### src/rtl/lc3b_types.sv
// Shared LC-3b pipeline types: register numbers and the hazard shadow entry.
package lc3b_types;

  localparam int unsigned LC3B_REG_WIDTH = 3;
  localparam int unsigned LC3B_NUM_REGS  = 8;

  typedef logic [LC3B_REG_WIDTH-1:0] lc3b_reg;

  typedef struct packed {
    logic    valid;
    lc3b_reg dr;
    logic    load_reg;
    logic    is_load;
  } shadow_entry_t;

  localparam shadow_entry_t SHADOW_BUBBLE = '{valid: 1'b0, dr: 3'd0, load_reg: 1'b0, is_load: 1'b0};

  // One-hot decode of a register number into a per-register mask.
  function automatic logic [LC3B_NUM_REGS-1:0] reg_onehot(input lc3b_reg r);
    return LC3B_NUM_REGS'(1) << r;
  endfunction

endpackage

### src/rtl/load_use_hazard_unit_if.sv
// ID-stage hazard bundle between the pipeline (master) and the hazard unit (slave).
interface load_use_hazard_unit_if #(
  parameter int unsigned STALL_CNT_WIDTH = 16
);
  import lc3b_types::*;

  logic                       id_valid;
  lc3b_reg                    id_SR1;
  lc3b_reg                    id_SR2;
  logic                       id_sr1_used;
  logic                       id_sr2_used;
  lc3b_reg                    id_DR;
  logic                       id_load_reg;
  logic                       id_is_load;
  logic                       mem_stall;
  logic                       flush;
  logic                       stat_clear;

  logic                       load_use_stall;
  logic                       stall_id;
  logic                       bubble_ex;
  lc3b_reg                    ex_mem_DR;
  lc3b_reg                    mem_wb_DR;
  logic                       ex_mem_load_reg;
  logic                       mem_wb_load_reg;
  logic [7:0]                 pending_mask;
  logic [STALL_CNT_WIDTH-1:0] stall_count;

  modport master (
    output id_valid, id_SR1, id_SR2, id_sr1_used, id_sr2_used, id_DR,
           id_load_reg, id_is_load, mem_stall, flush, stat_clear,
    input  load_use_stall, stall_id, bubble_ex, ex_mem_DR, mem_wb_DR,
           ex_mem_load_reg, mem_wb_load_reg, pending_mask, stall_count
  );

  modport slave (
    input  id_valid, id_SR1, id_SR2, id_sr1_used, id_sr2_used, id_DR,
           id_load_reg, id_is_load, mem_stall, flush, stat_clear,
    output load_use_stall, stall_id, bubble_ex, ex_mem_DR, mem_wb_DR,
           ex_mem_load_reg, mem_wb_load_reg, pending_mask, stall_count
  );

endinterface

### src/rtl/load_use_hazard_unit_hazard_shadow_stage.sv
// One shadow pipeline entry: hold beats bubble, bubble beats load.
module hazard_shadow_stage
  import lc3b_types::*;
(
  input  logic          clk,
  input  logic          reset,
  input  logic          hold,
  input  logic          bubble,
  input  shadow_entry_t entry_i,
  output shadow_entry_t entry_o
);

  shadow_entry_t entry_q;
  shadow_entry_t entry_d;

  always_comb begin
    entry_d = entry_q;
    if (hold) begin
      entry_d = entry_q;
    end else if (bubble) begin
      entry_d = SHADOW_BUBBLE;
    end else begin
      entry_d = entry_i;
    end
  end

  always_ff @(posedge clk) begin
    if (reset) begin
      entry_q <= SHADOW_BUBBLE;
    end else begin
      entry_q <= entry_d;
    end
  end

  assign entry_o = entry_q;

endmodule

### src/rtl/load_use_hazard_unit.sv
// Load-use hazard detection beside ID, with an EX/MEM/WB shadow of destination writes.
module load_use_hazard_unit
  import lc3b_types::*;
#(
  parameter int unsigned STALL_CNT_WIDTH = 16
) (
  input logic                   clk,
  input logic                   reset,
  load_use_hazard_unit_if.slave hz
);

  localparam logic [STALL_CNT_WIDTH-1:0] CNT_MAX = {STALL_CNT_WIDTH{1'b1}};

  shadow_entry_t ex_q;
  shadow_entry_t mem_q;
  shadow_entry_t wb_q;
  shadow_entry_t id_entry;

  logic load_use_stall_c;
  logic bubble_ex_c;
  logic ex_bubble_c;
  logic unused_wb;

  logic [STALL_CNT_WIDTH-1:0] stall_count_q;
  logic [STALL_CNT_WIDTH-1:0] stall_count_d;
  logic [LC3B_NUM_REGS-1:0]   pending_c;

  // Only a load still in EX cannot be forwarded in time.
  always_comb begin
    load_use_stall_c = hz.id_valid & ~hz.flush &
                       ex_q.valid & ex_q.load_reg & ex_q.is_load &
                       ((hz.id_sr1_used & (hz.id_SR1 == ex_q.dr)) |
                        (hz.id_sr2_used & (hz.id_SR2 == ex_q.dr)));
    bubble_ex_c      = load_use_stall_c & ~hz.mem_stall;
    ex_bubble_c      = load_use_stall_c | hz.flush | ~hz.id_valid;
    id_entry         = '{valid: 1'b1, dr: hz.id_DR, load_reg: hz.id_load_reg,
                         is_load: hz.id_is_load};
  end

  hazard_shadow_stage u_ex (
    .clk     (clk),
    .reset   (reset),
    .hold    (hz.mem_stall),
    .bubble  (ex_bubble_c),
    .entry_i (id_entry),
    .entry_o (ex_q)
  );

  hazard_shadow_stage u_mem (
    .clk     (clk),
    .reset   (reset),
    .hold    (hz.mem_stall),
    .bubble  (1'b0),
    .entry_i (ex_q),
    .entry_o (mem_q)
  );

  hazard_shadow_stage u_wb (
    .clk     (clk),
    .reset   (reset),
    .hold    (hz.mem_stall),
    .bubble  (1'b0),
    .entry_i (mem_q),
    .entry_o (wb_q)
  );

  assign unused_wb = wb_q.is_load;

  always_comb begin
    pending_c = '0;
    if (ex_q.valid & ex_q.load_reg) begin
      pending_c = pending_c | reg_onehot(ex_q.dr);
    end
    if (mem_q.valid & mem_q.load_reg) begin
      pending_c = pending_c | reg_onehot(mem_q.dr);
    end
    if (wb_q.valid & wb_q.load_reg) begin
      pending_c = pending_c | reg_onehot(wb_q.dr);
    end
  end

  // Saturating bubble counter; clear wins over increment.
  always_comb begin
    stall_count_d = stall_count_q;
    if (hz.stat_clear) begin
      stall_count_d = '0;
    end else if (bubble_ex_c && (stall_count_q != CNT_MAX)) begin
      stall_count_d = stall_count_q + STALL_CNT_WIDTH'(1);
    end
  end

  always_ff @(posedge clk) begin
    if (reset) begin
      stall_count_q <= '0;
    end else begin
      stall_count_q <= stall_count_d;
    end
  end

  assign hz.load_use_stall  = load_use_stall_c;
  assign hz.stall_id        = load_use_stall_c | hz.mem_stall;
  assign hz.bubble_ex       = bubble_ex_c;
  assign hz.ex_mem_DR       = mem_q.dr;
  assign hz.ex_mem_load_reg = mem_q.valid & mem_q.load_reg;
  assign hz.mem_wb_DR       = wb_q.dr;
  assign hz.mem_wb_load_reg = wb_q.valid & wb_q.load_reg;
  assign hz.pending_mask    = pending_c;
  assign hz.stall_count     = stall_count_q;

endmodule

### src/flat_wrapper.sv
// flat-port wrapper written by rule: the top's interface ports become plain ports
module load_use_hazard_unit_flat import lc3b_types::*;
#(
  parameter int unsigned STALL_CNT_WIDTH = 16
)
  (clk, reset, hz_id_valid, hz_id_SR1, hz_id_SR2, hz_id_sr1_used, hz_id_sr2_used, hz_id_DR, hz_id_load_reg, hz_id_is_load, hz_mem_stall, hz_flush, hz_stat_clear, hz_load_use_stall, hz_stall_id, hz_bubble_ex, hz_ex_mem_DR, hz_mem_wb_DR, hz_ex_mem_load_reg, hz_mem_wb_load_reg, hz_pending_mask, hz_stall_count);
  load_use_hazard_unit_if #(.STALL_CNT_WIDTH(STALL_CNT_WIDTH)) hz_i ();
  input logic clk;
  input logic reset;
  input wire logic [$bits(hz_i.id_valid)-1:0] hz_id_valid;
  input wire logic [$bits(hz_i.id_SR1)-1:0] hz_id_SR1;
  input wire logic [$bits(hz_i.id_SR2)-1:0] hz_id_SR2;
  input wire logic [$bits(hz_i.id_sr1_used)-1:0] hz_id_sr1_used;
  input wire logic [$bits(hz_i.id_sr2_used)-1:0] hz_id_sr2_used;
  input wire logic [$bits(hz_i.id_DR)-1:0] hz_id_DR;
  input wire logic [$bits(hz_i.id_load_reg)-1:0] hz_id_load_reg;
  input wire logic [$bits(hz_i.id_is_load)-1:0] hz_id_is_load;
  input wire logic [$bits(hz_i.mem_stall)-1:0] hz_mem_stall;
  input wire logic [$bits(hz_i.flush)-1:0] hz_flush;
  input wire logic [$bits(hz_i.stat_clear)-1:0] hz_stat_clear;
  output wire logic [$bits(hz_i.load_use_stall)-1:0] hz_load_use_stall;
  output wire logic [$bits(hz_i.stall_id)-1:0] hz_stall_id;
  output wire logic [$bits(hz_i.bubble_ex)-1:0] hz_bubble_ex;
  output wire logic [$bits(hz_i.ex_mem_DR)-1:0] hz_ex_mem_DR;
  output wire logic [$bits(hz_i.mem_wb_DR)-1:0] hz_mem_wb_DR;
  output wire logic [$bits(hz_i.ex_mem_load_reg)-1:0] hz_ex_mem_load_reg;
  output wire logic [$bits(hz_i.mem_wb_load_reg)-1:0] hz_mem_wb_load_reg;
  output wire logic [$bits(hz_i.pending_mask)-1:0] hz_pending_mask;
  output wire logic [$bits(hz_i.stall_count)-1:0] hz_stall_count;
  assign hz_i.id_valid = hz_id_valid;
  assign hz_i.id_SR1 = hz_id_SR1;
  assign hz_i.id_SR2 = hz_id_SR2;
  assign hz_i.id_sr1_used = hz_id_sr1_used;
  assign hz_i.id_sr2_used = hz_id_sr2_used;
  assign hz_i.id_DR = hz_id_DR;
  assign hz_i.id_load_reg = hz_id_load_reg;
  assign hz_i.id_is_load = hz_id_is_load;
  assign hz_i.mem_stall = hz_mem_stall;
  assign hz_i.flush = hz_flush;
  assign hz_i.stat_clear = hz_stat_clear;
  assign hz_load_use_stall = hz_i.load_use_stall;
  assign hz_stall_id = hz_i.stall_id;
  assign hz_bubble_ex = hz_i.bubble_ex;
  assign hz_ex_mem_DR = hz_i.ex_mem_DR;
  assign hz_mem_wb_DR = hz_i.mem_wb_DR;
  assign hz_ex_mem_load_reg = hz_i.ex_mem_load_reg;
  assign hz_mem_wb_load_reg = hz_i.mem_wb_load_reg;
  assign hz_pending_mask = hz_i.pending_mask;
  assign hz_stall_count = hz_i.stall_count;
  load_use_hazard_unit #(.STALL_CNT_WIDTH(STALL_CNT_WIDTH)) u_core (.clk(clk), .reset(reset), .hz(hz_i));
endmodule
### config.mk
export PLATFORM = sky130hd
export DESIGN_NAME = load_use_hazard_unit_flat
export DESIGN_NICKNAME = d
export VERILOG_FILES = /design/src/rtl/lc3b_types.sv /design/src/rtl/load_use_hazard_unit_if.sv /design/src/rtl/load_use_hazard_unit_hazard_shadow_stage.sv /design/src/rtl/load_use_hazard_unit.sv /design/src/flat_wrapper.sv
export SDC_FILE = /design/constraint.sdc
export NUM_CORES = 1
export LEC_CHECK = 0
export CAP_MARGIN = 20
export CORE_UTILIZATION = 60
export CTS_CLUSTER_SIZE = 12
export DETAILED_ROUTE_END_ITERATION = 7
export DONT_BUFFER_PORTS = 1
export PLACE_DENSITY_LB_ADDON = 0.25
export SLEW_MARGIN = 15
export SYNTH_ARGS = -nofsm -noshare
export SYNTH_HDL_FRONTEND = slang
export SYNTH_SLANG_ARGS = --single-unit
### constraint.sdc
create_clock -name clk -period 5.9 [get_ports clk]
set_clock_uncertainty 0.05 [all_clocks]
set_input_delay 0.885 -clock clk [delete_from_list [all_inputs] [get_ports clk]]
set_output_delay 0.885 -clock clk [all_outputs]
set_load 0.01 [all_outputs]
==> flow_summary.yaml, run 1 <==
layout:
  final_common_cell: "dfxtp_1"
  nets: 230
  final.fill_count: 249
  finish.utilization_pct: 63.9
  antennaDiodeCount: 0
  drive_gt1_share_pct: 5.21
  syn_to_final_growth_pct: -1.63
  layout_common_cells: "32 x dfxtp_1, 23 x nand2_1, 20 x nor2_1, 19 x a21oi_1, 12 x o31ai_1"
power:
  power_leakage_uw: 0.000623
  vdd_ir_drop_max_uv: 185
  p_total_uw: 400
  p_per_area_nw_per_um2: 221
cts:
  clk_latency_ns: 0.35
  holdBufCountCts: 0
  cts-resized-gates: 0
  cts_htree_levels: 2
  cts_max_path_buffers: 2
  cts_buffers: 5
  cts_tree: "yes"
  clockRootBuffer: "clkbuf_4"
  clk_pin_slew_ns: 0.10
  post_cts_buffers: 0
  cts_sinks: 32
yosys:
  synth_cell_types: 36
  async_reset_ff_share_pct: 0
  yosys_register_bits: 32
  synth_top_area_share_pct: 34.9
  avgSynthCellArea_um2: 8.24
  yosysTopAreaCell: "dfxtp_1"
  synthFlopType: "dfxtp_1"
  syn_inst: 223
  syn-cell-area_um2: 1840
  synth_edf_count: 0
  synth_area_leaders: "dfxtp_1 35%, mux2i_1 5.4%, a21oi_1 5.2%"
  ys_warn_count: 0
  ys_seq_area_share_pct: 34.9
  syn-num-nets: 243
sta:
  max_freq_mhz: 321
  rsz0062_at_grt: "false"
  period_needed_ns: 3.12
  finalSetupTns_ns: 0
  tightestPinTransition_ns: 0.727
  setup_viol: 0
  hold_viol: 0
  period_share_pct: 52.8
  slew_headroom_pct: 50.9
  slew_violations: 0
worst_setup_path:
  worstSetupPathType: "flip-flop to output pin"
  startpoint: "u_core.u_ex.entry_o[2]"
  endpoint_kind: "output pin"
  arrival_ns: 2.18
  start_kind: "flip-flop"
  r2r-start: "u_core.u_ex.entry_o[2]"
  reg2regPathDepth: 6
  r2r_setup_slack_ns: 3.62
  cp_max_fo: 27
  rr_endpoint: "u_core.hz.stall_count[2]"
  cp.required_ns: 4.97
global_routing:
  grt.overflow.total: 0
  grt_max_degree: 28
  grt_pass1_vias: 1536
  track_usage_pct: 27.3
  grt_pass1_wl_um: 6930
  antenna_found_initial: 0
route:
  via_per_inst: 6.85
  antenna_left: 0
  drc: 4
  drt-initial-drc-count: 110
  first_pass_iters: 6
  finalWirelength_um: 4150
  routedWlPerCell_um: 17.2
  routed-via-count: 1658
place:
  place_congestion: 0.954
  dp_hpwl_um: 3000
  portBuffers: 0
floorplanning:
  die_h_um: 57.3
  io_pins: 54
  die_x_um: 57.3
  num_rows: 19
  core_area_um2: 2830
  start_util_pct: 65.0
  die_area_um2: 3290
worst_hold_path:
  hold_depth: 2
  hold_class: "flip-flop to flip-flop"
  worstHoldStart: "u_core.u_ex.entry_o[0]"
  hold_end: "u_core.u_ex.entry_o[0]"
run_status:
  violations: "design-rule violations"
  status: "finished, violations left"
job:
  drv_cap: 0
-- Yosys cell counts (all sizes together), types with 2 or more instances --
master  instances
and4            6
buf            14
dfxtp          32
mux2i          10
nor3b           2
a41o            2
or4            10
nor2           20
o31ai          12
o311ai          2
nand4           7
and3            5
or3             4
nand3b          2
nand2b          4
a31oi           6
o21ai           7
a21oi          19
clkbuf          6
nand2          23
nand3          10
inv             5
xnor2           6
-- critical path, stage by stage (launching register included) --
cell      delay [ns]
dfxtp_1         0.60
xnor2_1         0.12
and4_1          0.26
o211ai_4        0.55
inv_1           0.30
-- worst max path at each step --
stage,endpoint,slack (ns),cells past startpoint
2_1_floorplan,hz_bubble_ex,3.12,5
3_3_place_gp,hz_bubble_ex,2.96,4
3_5_place_dp,hz_bubble_ex,2.89,4
4_1_cts,hz_bubble_ex,2.81,4
5_1_grt,hz_bubble_ex,2.69,4
6_report,hz_bubble_ex,2.78,4
-- routing by layer --
layer | GRT usage [%] | wire length [µm] | part of all wire, %
met4 | 11.5 | 78 | 1.9
met2 | 45.0 | 2040 | 49
met5 | 0 | 0 | 0
met1 | 32.6 | 1680 | 40
met3 | 8.84 | 350 | 8.4
-- where the power goes --
group / internal, µW / switching, µW
clock network: 88.8 / 77.1
registers: 218 / 3.21
logic: 6.60 / 6.61
-- kinds of logic after synthesis --
logic type               synth area share, %
buffers and inverters                   8.92
AND/OR/NAND/NOR                         28.7
AO/OA/AOI/OAI                           18.6
XOR/XNOR                                2.86
flip-flops                              34.9
multiplexers                            5.45
adder cells (fa/ha/maj)                0.681
-- registers in the layout, summed over array words and instances, names as in the netlist --
name and count:
u_core.hz.stall_count 16, u_core.u_ex.entry_o 6, u_core.u_mem.entry_o 5, u_core.u_wb.entry_o 5
-- metrics by stage --
| stage | worst slack, ns | area (µm²) | std cells | hold slack, ns |
|---|---|---|---|---|
| after floorplan | 3.12 | 1840 | 223 | 0.391 |
| after global placement | 2.96 | 1730 | 234 | 0.396 |
| after detailed placement | 2.89 | 1730 | 234 | 0.402 |
| after CTS | 2.81 | 1810 | 242 | 0.417 |
| after global routing | 2.69 | 1810 | 242 | 0.447 |
| final | 2.78 | 1810 | 242 | 0.420 |
-- final cells by class --
cell class / count / area (µm²) / share of cell area [%]
multi-input cells: 166 / 1030 / 57.2
flip-flops and latches: 32 / 641 / 35.4
clock buffers: 6 / 41.3 / 2.28
well taps: 31 / 38.8 / 2.15
clock inverters: 2 / 35.0 / 1.94
inverters: 5 / 18.8 / 1.04
(Power assumes the default switching activity.)
==> run 2: changes to the inputs <==
--- a/config.mk
+++ b/config.mk
@@ -6,7 +6,7 @@
 export NUM_CORES = 1
 export LEC_CHECK = 0
 export CAP_MARGIN = 20
-export CORE_UTILIZATION = 60
+export CORE_UTILIZATION = 56
 export CTS_CLUSTER_SIZE = 12
 export DETAILED_ROUTE_END_ITERATION = 7
 export DONT_BUFFER_PORTS = 1
==> constraint.sdc (replaced) <==
create_clock -name clk -period 2.6 [get_ports clk]
set_clock_uncertainty 0.05 [all_clocks]
set_input_delay 0.39 -clock clk [delete_from_list [all_inputs] [get_ports clk]]
set_output_delay 0.39 -clock clk [all_outputs]
set_load 0.01 [all_outputs]
==> run 2 against run 1 <==
The flow now finishes without violations; non-clock buffer count did not move; highest routed layer unchanged; core utilization fell by 4.2 points; power rose by 120%; die area rose by 6.9%; sequential share of layout area fell by 0.56 points; design area rose by 1.6%; first-iteration DRC count rose by 12%; setup slack got worse by 2.5 ns; final cell count rose by 5.8%; global-route usage fell by 4.0 points.
==> flow_summary.yaml, run 2 (synthesis gave the netlist of run 1 again) <==
worst_setup_path:
  cp_slowest_stage_delay_ns: 0.55
  cp_max_fo: 11
  start_kind: "flip-flop"
  cp.required_ns: 2.16
  crit_slowest_cell: "dfxtp_1"
  worstSetupPathType: "flip-flop to output pin"
  crit_chain: "xnor2_1, and4_1, o21ai_1, nand2_1"
  arrival_ns: 1.92
  endpoint_kind: "output pin"
global_routing:
  grt_pass1_wl_um: 6190
  grt_max_degree: 28
  track_usage_pct: 23.3
  grt_pass1_vias: 1460
  grt.overflow.total: 0
  antenna_found_initial: 0
sta:
  slew_violations: 0
  rsz0062_at_grt: "false"
  max_freq_mhz: 424
  finalSetupTns_ns: 0
  setup_ws_ns: 0.240
  setup_viol: 0
  period_needed_ns: 2.36
  slew_headroom_pct: 52.7
  tightestPinTransition_ns: 0.701
  period_share_pct: 90.8
  hold_viol: 0
  whs_ns: 0.0625
place:
  dp_hpwl_um: 2850
  portBuffers: 0
  dp.cells: 247
  place_congestion: 0.803
  pre_cts_slack_ns: 0.398
route:
  finalWirelength_um: 4210
  antenna_left: 0
  first_pass_iters: 4
  routedWlPerCell_um: 16.4
  drc: 0
  via_per_inst: 6.43
  routed-via-count: 1646
  drt-initial-drc-count: 123
job:
  drv_cap: 0
floorplanning:
  num_rows: 20
  die_area_um2: 3520
  die_x_um: 59.3
  die_h_um: 59.3
  start_util_pct: 59.7
  core_area_um2: 3080
  io_pins: 54
layout:
  drive_gt1_share_pct: 5.66
  antennaDiodeCount: 0
  largest_reg_flops: 16
  syn_to_final_growth_pct: -0.0682
  finish.utilization_pct: 59.7
  nets: 231
  layout_common_cells: "32 x dfxtp_1, 23 x nand2_1, 20 x nor2_1, 19 x a21oi_1, 12 x o31ai_1"
  final-instance-count-excl-fill: 256
  final_common_cell: "dfxtp_1"
power:
  vdd_ir_drop_max_uv: 275
  p_per_area_nw_per_um2: 488
  p_seq_share_pct: 55.9
  pwr-share-comb_pct: 3.5
  internal-power_uw: 710
  pwr-share-clk_pct: 40.6
  switching_share_pct: 20.8
  power.net_switching_uw: 186
  power_leakage_uw: 0.000628
cts:
  cts_buffers: 5
  cts_sinks: 32
  holdBufCountCts: 0
  cts_htree_levels: 2
  clk_latency_ns: 0.33
  clockRootBuffer: "clkbuf_4"
  cts_max_path_buffers: 2
  cts_tree: "yes"
  cts-resized-gates: 0
  clk_pin_slew_ns: 0.10
worst_hold_path:
  hold_class: "input pin to flip-flop"
run_status:
  status: "complete, no violations"
run 2: worst max-delay path, delay by kind of cell (launching register included):
| family | cells | cell delay (ns) |
|---|---|---|
| DFF | 1 | 0.55 |
| and+or+nand+nor | 2 | 0.46 |
| AOI/OAI and AO/OA | 1 | 0.45 |
| xor gates and xnor gates | 1 | 0.12 |
run 2: layer usage:
layer | up-vias | global-route usage (%) | share of wire [%]
li1 | 797 | - | -
met1 | 759 | 23.9 | 39
met2 | 83 | 41.9 | 50
met3 | 7 | 8.30 | 9.0
met4 | 0 | 10.9 | 1.8
met5 | - | 0 | 0
run 2: timing repair:
item | 4_1_cts | 5_1_grt
endpoints found under the hold margin | 0 | 0
buffers inserted | 0 | 0
endpoints found under the setup margin | 0 | 1
run 2: path summary, 6_finish.rpt:
path                                 start                  endpoint  slack (ns)  cells past startpoint
setup reg to reg  u_core.hz.stall_count[0]  u_core.hz.stall_count[6]        0.37                      6
hold reg to reg     u_core.u_ex.entry_o[0]    u_core.u_ex.entry_o[0]        0.42                      2
hold / removal                       reset    u_core.u_ex.entry_o[3]        0.06                      1
setup / recovery    u_core.u_ex.entry_o[3]               hz_stall_id        0.24                      4
run 2: power by group through the flow:
stage	Combinational [µW]	Clock, µW	Sequential (µW)
3_3_place_gp	29.0	0	512
3_5_place_dp	29.9	0	512
5_1_grt	35.0	400	502
2_1_floorplan	40.3	0	508
4_1_cts	30.1	374	501
6_report	31.4	364	501
run 2: cell type report:
| class | instances | area [µm²] |
|---|---|---|
| Clock inverter | 2 | 35.0 |
| Clock buffer | 6 | 41.3 |
| Inverter | 5 | 18.8 |
| Fill cell | 295 | 1240 |
| Multi-Input combinational cell | 167 | 1050 |
| Tap cell | 44 | 55.1 |
| Sequential cell | 32 | 641 |
run 2: per-stage QoR:
| stage | total power (µW) | instance area [µm²] |
|---|---|---|
| detailed placement | 542 | 1750 |
| floorplan | 548 | 1840 |
| global route | 937 | 1840 |
| global placement | 541 | 1750 |
| CTS | 905 | 1820 |
| finish | 896 | 1840 |
==> run 3: changes to the inputs <==
--- a/config.mk
+++ b/config.mk
@@ -10,8 +10,10 @@
 export CTS_CLUSTER_SIZE = 12
 export DETAILED_ROUTE_END_ITERATION = 7
 export DONT_BUFFER_PORTS = 1
+export GPL_TIMING_DRIVEN = 0
 export PLACE_DENSITY_LB_ADDON = 0.25
 export SLEW_MARGIN = 15
 export SYNTH_ARGS = -nofsm -noshare
 export SYNTH_HDL_FRONTEND = slang
 export SYNTH_SLANG_ARGS = --single-unit
+export TNS_END_PERCENT = 10
==> run 3 against run 2 <==
Critical path type is now flip-flop to flip-flop; sequential power is essentially flat; critical endpoint is now u_core.hz.stall_count[12]; register-to-register slack lost 0.04 ns; hold slack gained 0.096 ns; setup slack gained 0.089 ns; critical path depth grew 4; core utilization grew 3.8 points.
==> flow_summary.yaml, run 3 (synthesis gave the netlist of run 1 again) <==
run_status:
  status: "complete, no violations"
cts:
  cts_max_path_buffers: 2
  cts_htree_levels: 2
  cts_sinks: 32
  clk_latency_ns: 0.34
  clk_pin_slew_ns: 0.10
  post_cts_buffers: 0
  clockRootBuffer: "clkbuf_4"
  cts-resized-gates: 0
  holdBufCountCts: 0
  cts_buffers: 5
  cts_tree: "yes"
global_routing:
  grt.overflow.total: 0
  grt_pass1_vias: 1477
  grt_pass1_wl_um: 6670
  track_usage_pct: 25.1
  antenna_found_initial: 0
  grt_max_degree: 11
floorplanning:
  start_util_pct: 59.7
  io_pins: 54
  num_rows: 20
  core_area_um2: 3080
  die_h_um: 59.3
  die_x_um: 59.3
  die_area_um2: 3520
place:
  pre_cts_slack_ns: 0.360
  dp.cells: 267
  dp_hpwl_um: 2910
  place_congestion: 0.889
  portBuffers: 0
worst_setup_path:
  endpoint_kind: "flip-flop"
  cp_max_fo: 10
  worstSetupPathType: "flip-flop to flip-flop"
  arrival_ns: 2.49
  cp.required_ns: 2.82
  start_kind: "flip-flop"
sta:
  period_needed_ns: 2.27
  slew_violations: 0
  tightestPinTransition_ns: 0.670
  slew_headroom_pct: 54.7
  setup_ws_ns: 0.329
  rsz0062_at_grt: "false"
  hold_viol: 0
  max_freq_mhz: 440
  period_share_pct: 87.3
  whs_ns: 0.158
  finalSetupTns_ns: 0
  setup_viol: 0
layout:
  nets: 250
  final-instance-count-excl-fill: 275
  final.fill_count: 293
  seqCellArea_um2: 641
  drive_gt1_share_pct: 11.3
  largest_reg_flops: 16
  layout_common_cells: "32 x dfxtp_1, 23 x nand2_1, 20 x nor2_1, 19 x a21oi_1, 12 x o31ai_1"
  multi_input_area_um2: 1030
  syn_to_final_growth_pct: 6.33
  antennaDiodeCount: 0
  final_common_cell: "dfxtp_1"
power:
  power_leakage_uw: 0.000703
  vdd_ir_drop_max_uv: 234
  p_total_uw: 847
  p_per_area_nw_per_um2: 434
worst_hold_path:
  hold_class: "input pin to flip-flop"
route:
  routedWlPerCell_um: 14.8
  finalWirelength_um: 4070
  drc: 0
  routed-via-count: 1672
  first_pass_iters: 4
  drt-initial-drc-count: 162
  via_per_inst: 6.08
  antenna_left: 0
job:
  drv_cap: 0
-- run 3: layer usage --
layer,GRT usage [%],vias to the layer above,wire length [µm]
li1,-,839,-
met1,28.8,770,1710
met2,42.5,55,1980
met3,8.73,8,305
met4,9.52,0,71
met5,0,-,0
-- run 3: path summary, 6_finish.rpt --
kind                                to  slack [ns]                      from  cells past startpoint
max          u_core.hz.stall_count[12]        0.33  u_core.hz.stall_count[0]                      8
min             u_core.u_ex.entry_o[0]        0.16             hz_id_is_load                      2
max reg2reg  u_core.hz.stall_count[12]        0.33  u_core.hz.stall_count[0]                      8
min reg2reg     u_core.u_ex.entry_o[0]        0.42    u_core.u_ex.entry_o[0]                      2
-- run 3: per-stage QoR --
stage | cell area (µm²) | util (%)
4_1_cts | 1950 | 63.5
3_5_place_dp | 1890 | 61.5
3_3_place_gp | 1890 | 61.5
5_1_grt | 1950 | 63.5
2_1_floorplan | 1840 | -
6_report | 1950 | 63.5
-- run 3: layout make-up --
cell class                 instances  share of cell area, %
tap                               44                   2.82
buffer                            20                   7.43
inverter                           5                  0.960
clock buffer                       6                   2.62
sequential                        32                   32.8
clock inverter                     2                  0.512
multi-input combinational        166                   52.9
-- run 3: critical path, cell delays in order (launching register included) --
cell     delay (ns)
dfxtp_1        0.40
ha_1           0.28
and3_1         0.21
and3_1         0.20
buf_6          0.13
and4_4         0.20
buf_6          0.13
or4_1          0.47
a21oi_1        0.15
-- run 3: report_power, final --
group	switching (µW)	leakage, µW	total [µW]	internal, µW
Clock	173	0.0000380	301	129
Combinational	28.6	0.000407	48.2	19.6
Sequential	4.20	0.000258	498	494
==> RTL edit 1 (settings of run 3) <==
`STALL_CNT_WIDTH` is set to 16 in 3 places; all go to 18.
--- a/src/rtl/load_use_hazard_unit_if.sv
+++ b/src/rtl/load_use_hazard_unit_if.sv
@@ -1,5 +1,5 @@
 // ID-stage hazard bundle between the pipeline (master) and the hazard unit (slave).
 interface load_use_hazard_unit_if #(
-  parameter int unsigned STALL_CNT_WIDTH = 16
+  parameter int unsigned STALL_CNT_WIDTH = 18
 );
   import lc3b_types::*;
--- a/src/rtl/load_use_hazard_unit.sv
+++ b/src/rtl/load_use_hazard_unit.sv
@@ -3,5 +3,5 @@
   import lc3b_types::*;
 #(
-  parameter int unsigned STALL_CNT_WIDTH = 16
+  parameter int unsigned STALL_CNT_WIDTH = 18
 ) (
   input logic                   clk,
--- a/src/flat_wrapper.sv
+++ b/src/flat_wrapper.sv
@@ -2,5 +2,5 @@
 module load_use_hazard_unit_flat import lc3b_types::*;
 #(
-  parameter int unsigned STALL_CNT_WIDTH = 16
+  parameter int unsigned STALL_CNT_WIDTH = 18
 )
   (clk, reset, hz_id_valid, hz_id_SR1, hz_id_SR2, hz_id_sr1_used, hz_id_sr2_used, hz_id_DR, hz_id_load_reg, hz_id_is_load, hz_mem_stall, hz_flush, hz_stat_clear, hz_load_use_stall, hz_stall_id, hz_bubble_ex, hz_ex_mem_DR, hz_mem_wb_DR, hz_ex_mem_load_reg, hz_mem_wb_load_reg, hz_pending_mask, hz_stall_count);
Ports: changed (resized hz_stall_count); port bits go from 54 to 56. The function was not compared with the original's and may differ.
==> RTL edit 1 against run 3 <==
Die area increased by 5.9%. Routed wire length increased by 8.2%. Total power increased by 4.4%. Maximum frequency decreased by 4.5%. Final cell count increased by 8.7%. Synthesized area increased by 6.1%. Via count increased by 10%. Cell area increased by 6.0%. Sequential power increased by 6.0%. Sequential cell count increased by 2. Setup slack got worse by 110 ps. Largest cell class unchanged.
==> RTL edit 1: results (changes against run 3) <==
| Metric | Value |
|---|---|
| P_int | `0.675 mW (+5.1%)` |
| Status | `finished, final reports clean` |
| Reg2reg start | `u_core.u_ex.entry_o[3]$_SDFFE_PP0N_` |
| Synth cell count leaders | `34 x dfxtp_1, 25 x nand2_1, 24 x nor2_1` |
| Worst IR drop on VDD | `0.273 mV (+17%)` |
| Vias/cell | `6.16 (+1.4%)` |
| Slew at the pin closest to its max-slew limit | `679 ps (+8.71 ps)` |
| Post-synthesis cell count | `245 (+9.9%)` |
| FILL cells | `307 (+4.8%)` |
| RD Place Congestion | `0.945 (+6.3%)` |
| Dpl cells | `291 (+9.0%)` |
| Tot GR Track Use | `24.6% (-0.47 points)` |
| Post-synthesis sequential area ratio | `34.9% (+0.063 points)` |
| Post-DP Area | `0.00201 sq mm (+6.0%)` |
| Mapped Nets | `265 (+9.1%)` |
| R2r setup slk | `220 ps (-110 ps)` |
| First-pass GRT wire length | `6.78 mm (+1.6%)` |
| Iter 0 DRT Violations | `175 (+8.0%)` |
| LEAKAGE | `0.739 nW (+5.0%)` |
| Final non-filler cell total | `299 (+8.7%)` |
| Crit path DAT | `2540 ps (+50 ps)` |
| Vias in the first global route | `1476 (-0.068%)` |
| Placement Setup Slack | `239 ps (-121 ps)` |
| Fin Hold WS | `138 ps (-20.3 ps)` |
| Layout cells sized above 1 | `12.3% (+1.0 points)` |
| Max FFs per register | `18 (+2)` |
| Skew-Pair Late Insertion Delay | `~350 ps` |
| DP HPWL | `3.07 mm (+5.4%)` |
| Largest cells by area after synthesis | `dfxtp_1 35%, mux2i_1 5.1%, nand2_1 4.8%` |
| FF-to-FF End | `u_core.hz.stall_count[7]$_SDFFE_PP0P_` |
| WL/cell | `14.7 microns (-0.50%)` |
RTL edit 1: cell count changes after synthesis, sizes merged, moves of 5 or more:
cell	delta
nor2b	+7
inv	+5
o31ai	-7
o32ai	+5
and4	-5
a21oi	-6
RTL edit 1: power groups by stage:
stage	Sequential (mW)	Clock, mW	Combinational, mW
after global routing	0.529	0.341	0.0563
after floorplan	0.539	0	0.0404
final	0.528	0.307	0.0493
after detailed placement	0.540	0	0.0492
after CTS	0.528	0.317	0.0492
after global placement	0.540	0	0.0484
RTL edit 1: cell families after synthesis:
family | share of synthesized area, %
AND/OR/NAND/NOR | 29.4
XOR/XNOR | 2.70
multiplexers | 5.13
adder cells (fa/ha/maj) | 0.642
buffers and inverters | 7.89
AO/OA/AOI/OAI | 19.3
flip-flops | 34.9
RTL edit 1: worst max-delay path by stage:
stage,start,endpoint,slack (ps),depth (start not counted)
final,u_core.u_ex.entry_o[3]$_SDFFE_PP0N_,u_core.hz.stall_count[7]$_SDFFE_PP0P_,220,8
after global routing,u_core.u_ex.entry_o[3]$_SDFFE_PP0N_,u_core.hz.stall_count[8]$_SDFFE_PP0P_,-20,8
after CTS,u_core.u_ex.entry_o[3]$_SDFFE_PP0N_,hz_stall_id,150,5
after detailed placement,u_core.u_ex.entry_o[3]$_SDFFE_PP0N_,u_core.hz.stall_count[5]$_SDFFE_PP0P_,240,8
after global placement,u_core.u_ex.entry_o[3]$_SDFFE_PP0N_,u_core.hz.stall_count[8]$_SDFFE_PP0P_,290,8
after floorplan,u_core.hz.stall_count[0]$_SDFFE_PP0P_,u_core.hz.stall_count[11]$_SDFFE_PP0P_,500,8
RTL edit 1: per-layer routing:
metal,GRT usage [%],up-vias,wire length (microns)
li1,-,904,-
met1,31.0,850,1900
met2,39.6,82,2060
met3,6.61,7,366
met4,10.7,0,75
met5,0,-,0
RTL edit 1: critical path: stages (launching register included):
cell and delay [ps]:
dfxtp_1 350, buf_2 230, xnor2_1 140, nand4_1 180, a211o_1 400, clkbuf_1 270, clkbuf_2 270, o31ai_1 270
a21oi_1 90
RTL edit 1: what timing repair did:
action	in CTS	in global routing
endpoints found under the setup margin	0	4
hold endpoints to repair	0	0
gates resized for setup	0	3
RTL edit 1: cell type report:
cell class / instances / area, sq um / area share [%]
sequential: 34 / 681 / 32.9
inverter: 11 / 41.3 / 1.99
clock inverter: 1 / 5.00 / 0.242
buffer: 22 / 114 / 5.50
clock buffer: 7 / 55.1 / 2.66
multi-input combinational: 178 / 1120 / 54.0
tap: 46 / 57.6 / 2.78
==> RTL edit 2 (settings of run 3) <==
Without the edit above. Reset style: asynchronous (`reset`), changed in 2 clocked blocks.
--- a/src/rtl/load_use_hazard_unit_hazard_shadow_stage.sv
+++ b/src/rtl/load_use_hazard_unit_hazard_shadow_stage.sv
@@ -25,5 +25,5 @@
   end
 
-  always_ff @(posedge clk) begin
+  always_ff @(posedge clk or posedge reset) begin
     if (reset) begin
       entry_q <= SHADOW_BUBBLE;
--- a/src/rtl/load_use_hazard_unit.sv
+++ b/src/rtl/load_use_hazard_unit.sv
@@ -90,5 +90,5 @@
   end
 
-  always_ff @(posedge clk) begin
+  always_ff @(posedge clk or posedge reset) begin
     if (reset) begin
       stall_count_q <= '0;
Function: differs if reset is asserted again (counterexample within 4 cycles, from zero or initial values and one cycle with reset high); with reset held inactive, the same outputs for 10 cycles.
==> RTL edit 2 against run 3 <==
The flow now finishes with violations (hold timing). Routed wire length is 7.7% higher. Sequential cell count stayed put. Setup slack worse by 63 ps. Synthesized area is 5.2% higher. Cell area is 6.4% higher. Synthesized cell count is 10% lower.
Power is not compared: it rests on default switching activity, and its combinational part moved more than twofold at a synthesized area within 25%.
==> RTL edit 2: results (changes against run 3) <==
| Metric | Value |
|---|---|
| DRT met1 WL | `1.89 mm (+10%)` |
| Largest net degree at the start of global routing | `18 (+7)` |
| Prevailing post-synth register cell | `dfrtp_1` |
| GRT met3 Usage | `6.82% (-1.9 points)` |
| Slew at the pin closest to its max-slew limit | `703 ps (+33.2 ps)` |
| Synth cell count leaders | `32 x dfrtp_1, 20 x nand2_1, 15 x nand3_1` |
| Met2 usage | `39.9% (-2.7 points)` |
| Worst IR drop on VDD | `between 0.2 and 0.3 mV` |
| Reg2reg start | `u_core.hz.stall_count[5]$_DFFE_PP0P_` |
| Failing checks | `hold timing` |
| FILL cells | `275 (-6.1%)` |
| XOR/XNOR Fraction of Synth Area | `4.08% (+1.2 points)` |
| RD Place Congestion | `0.885 (-0.46%)` |
| Post-synthesis sequential area ratio | `41.4% (+6.5 points)` |
| Grt met1 use | `35.0% (+6.2 points)` |
| Synth Area in Compound Gates | `16.4% (-2.2 points)` |
| Vias in the first global route | `1577 (+6.8%)` |
| Largest cells by area after synthesis | `dfrtp_1 41%, mux2_2 5.8%, nand2_1 3.9%` |
| Crit path to | `u_core.hz.stall_count[5]$_DFFE_PP0P_` |
| WL met3 | `324 microns (+6.2%)` |
| Iter 0 DRT Violations | `99 (-39%)` |
| Async set-or-reset flop fraction in the synthesized netlist | `100% (+100 points)` |
| Adder-cell share of the synthesized area | `0.647% (-0.034 points)` |
| R2r setup slk | `270 ps (-60 ps)` |
| Status | `finished, violations left` |
| Wire length on met2 | `2.12 mm (+6.8%)` |
| NumNets Final | `228 (-8.8%)` |
| Crit path DAT | `2540 ps (+50 ps)` |
| Seq. pwr | `~0.54 mW` |
| WL final | `4.38 mm (+7.7%)` |
| Syn Area/Cell | `9.67 sq um (+17%)` |
| Vias/cell | `6.42 (+5.6%)` |
| Tot GR Track Use | `26.2% (+1.2 points)` |
| First-pass GRT wire length | `7.01 mm (+5.1%)` |
| Top layer in use | `met4` |
| Layout cells sized above 1 | `16.3% (+5.0 points)` |
| Final hold vios | `5 (+5)` |
| Yosys cell types | `42 (+17%)` |
| Fin Hold WS | `-11.3 ps (-170 ps)` |
| Mapped Nets | `220 (-9.5%)` |
| Multiplexer share of the synthesized area | `6.34% (+0.89 points)` |
| Worst r2r path cells | `7 (-1)` |
| DP HPWL | `3.32 mm (+14%)` |
| Final non-filler cell total | `253 (-8.0%)` |
| Min-delay worst type | `input port to asynchronous set/reset pin` |
## RTL edit 2: changes by cell type after synthesis, sizes merged, moves of 5 or more
cell and delta:
buf -5, mux2i -9, nand3 +5, dfrtp +32, mux2 +10, nor2 -15, a22o +5, a31oi -6
dfxtp -32, a21oi -5
## RTL edit 2: worst max-delay path, cell delays in order, from the launching register on
cell	delay (ps)
dfrtp_1	510
and4_1	290
nand3_1	180
o31ai_1	320
clkbuf_1	360
buf_2	300
o21ai_0	120
a21oi_1	140
## RTL edit 2: area by class of cell
class                      count  area share, %
multi-input combinational    148           49.0
clock buffer                   7           2.65
buffer                        15           4.57
clock inverter                 1          0.361
sequential                    32           38.5
tap                           44           2.65
timing repair buffer           1           1.32
inverter                       5          0.903
## RTL edit 2: through the flow
stage               cell area [sq um]  power (mW)  setup slack [ps]
floorplan                        1930       0.641               582
global placement                 1990       0.660               417
detailed placement               2020       0.671               290
CTS                              2080       0.971               274
global route                     2080        1.01              98.7
finish                           2080       0.964               266
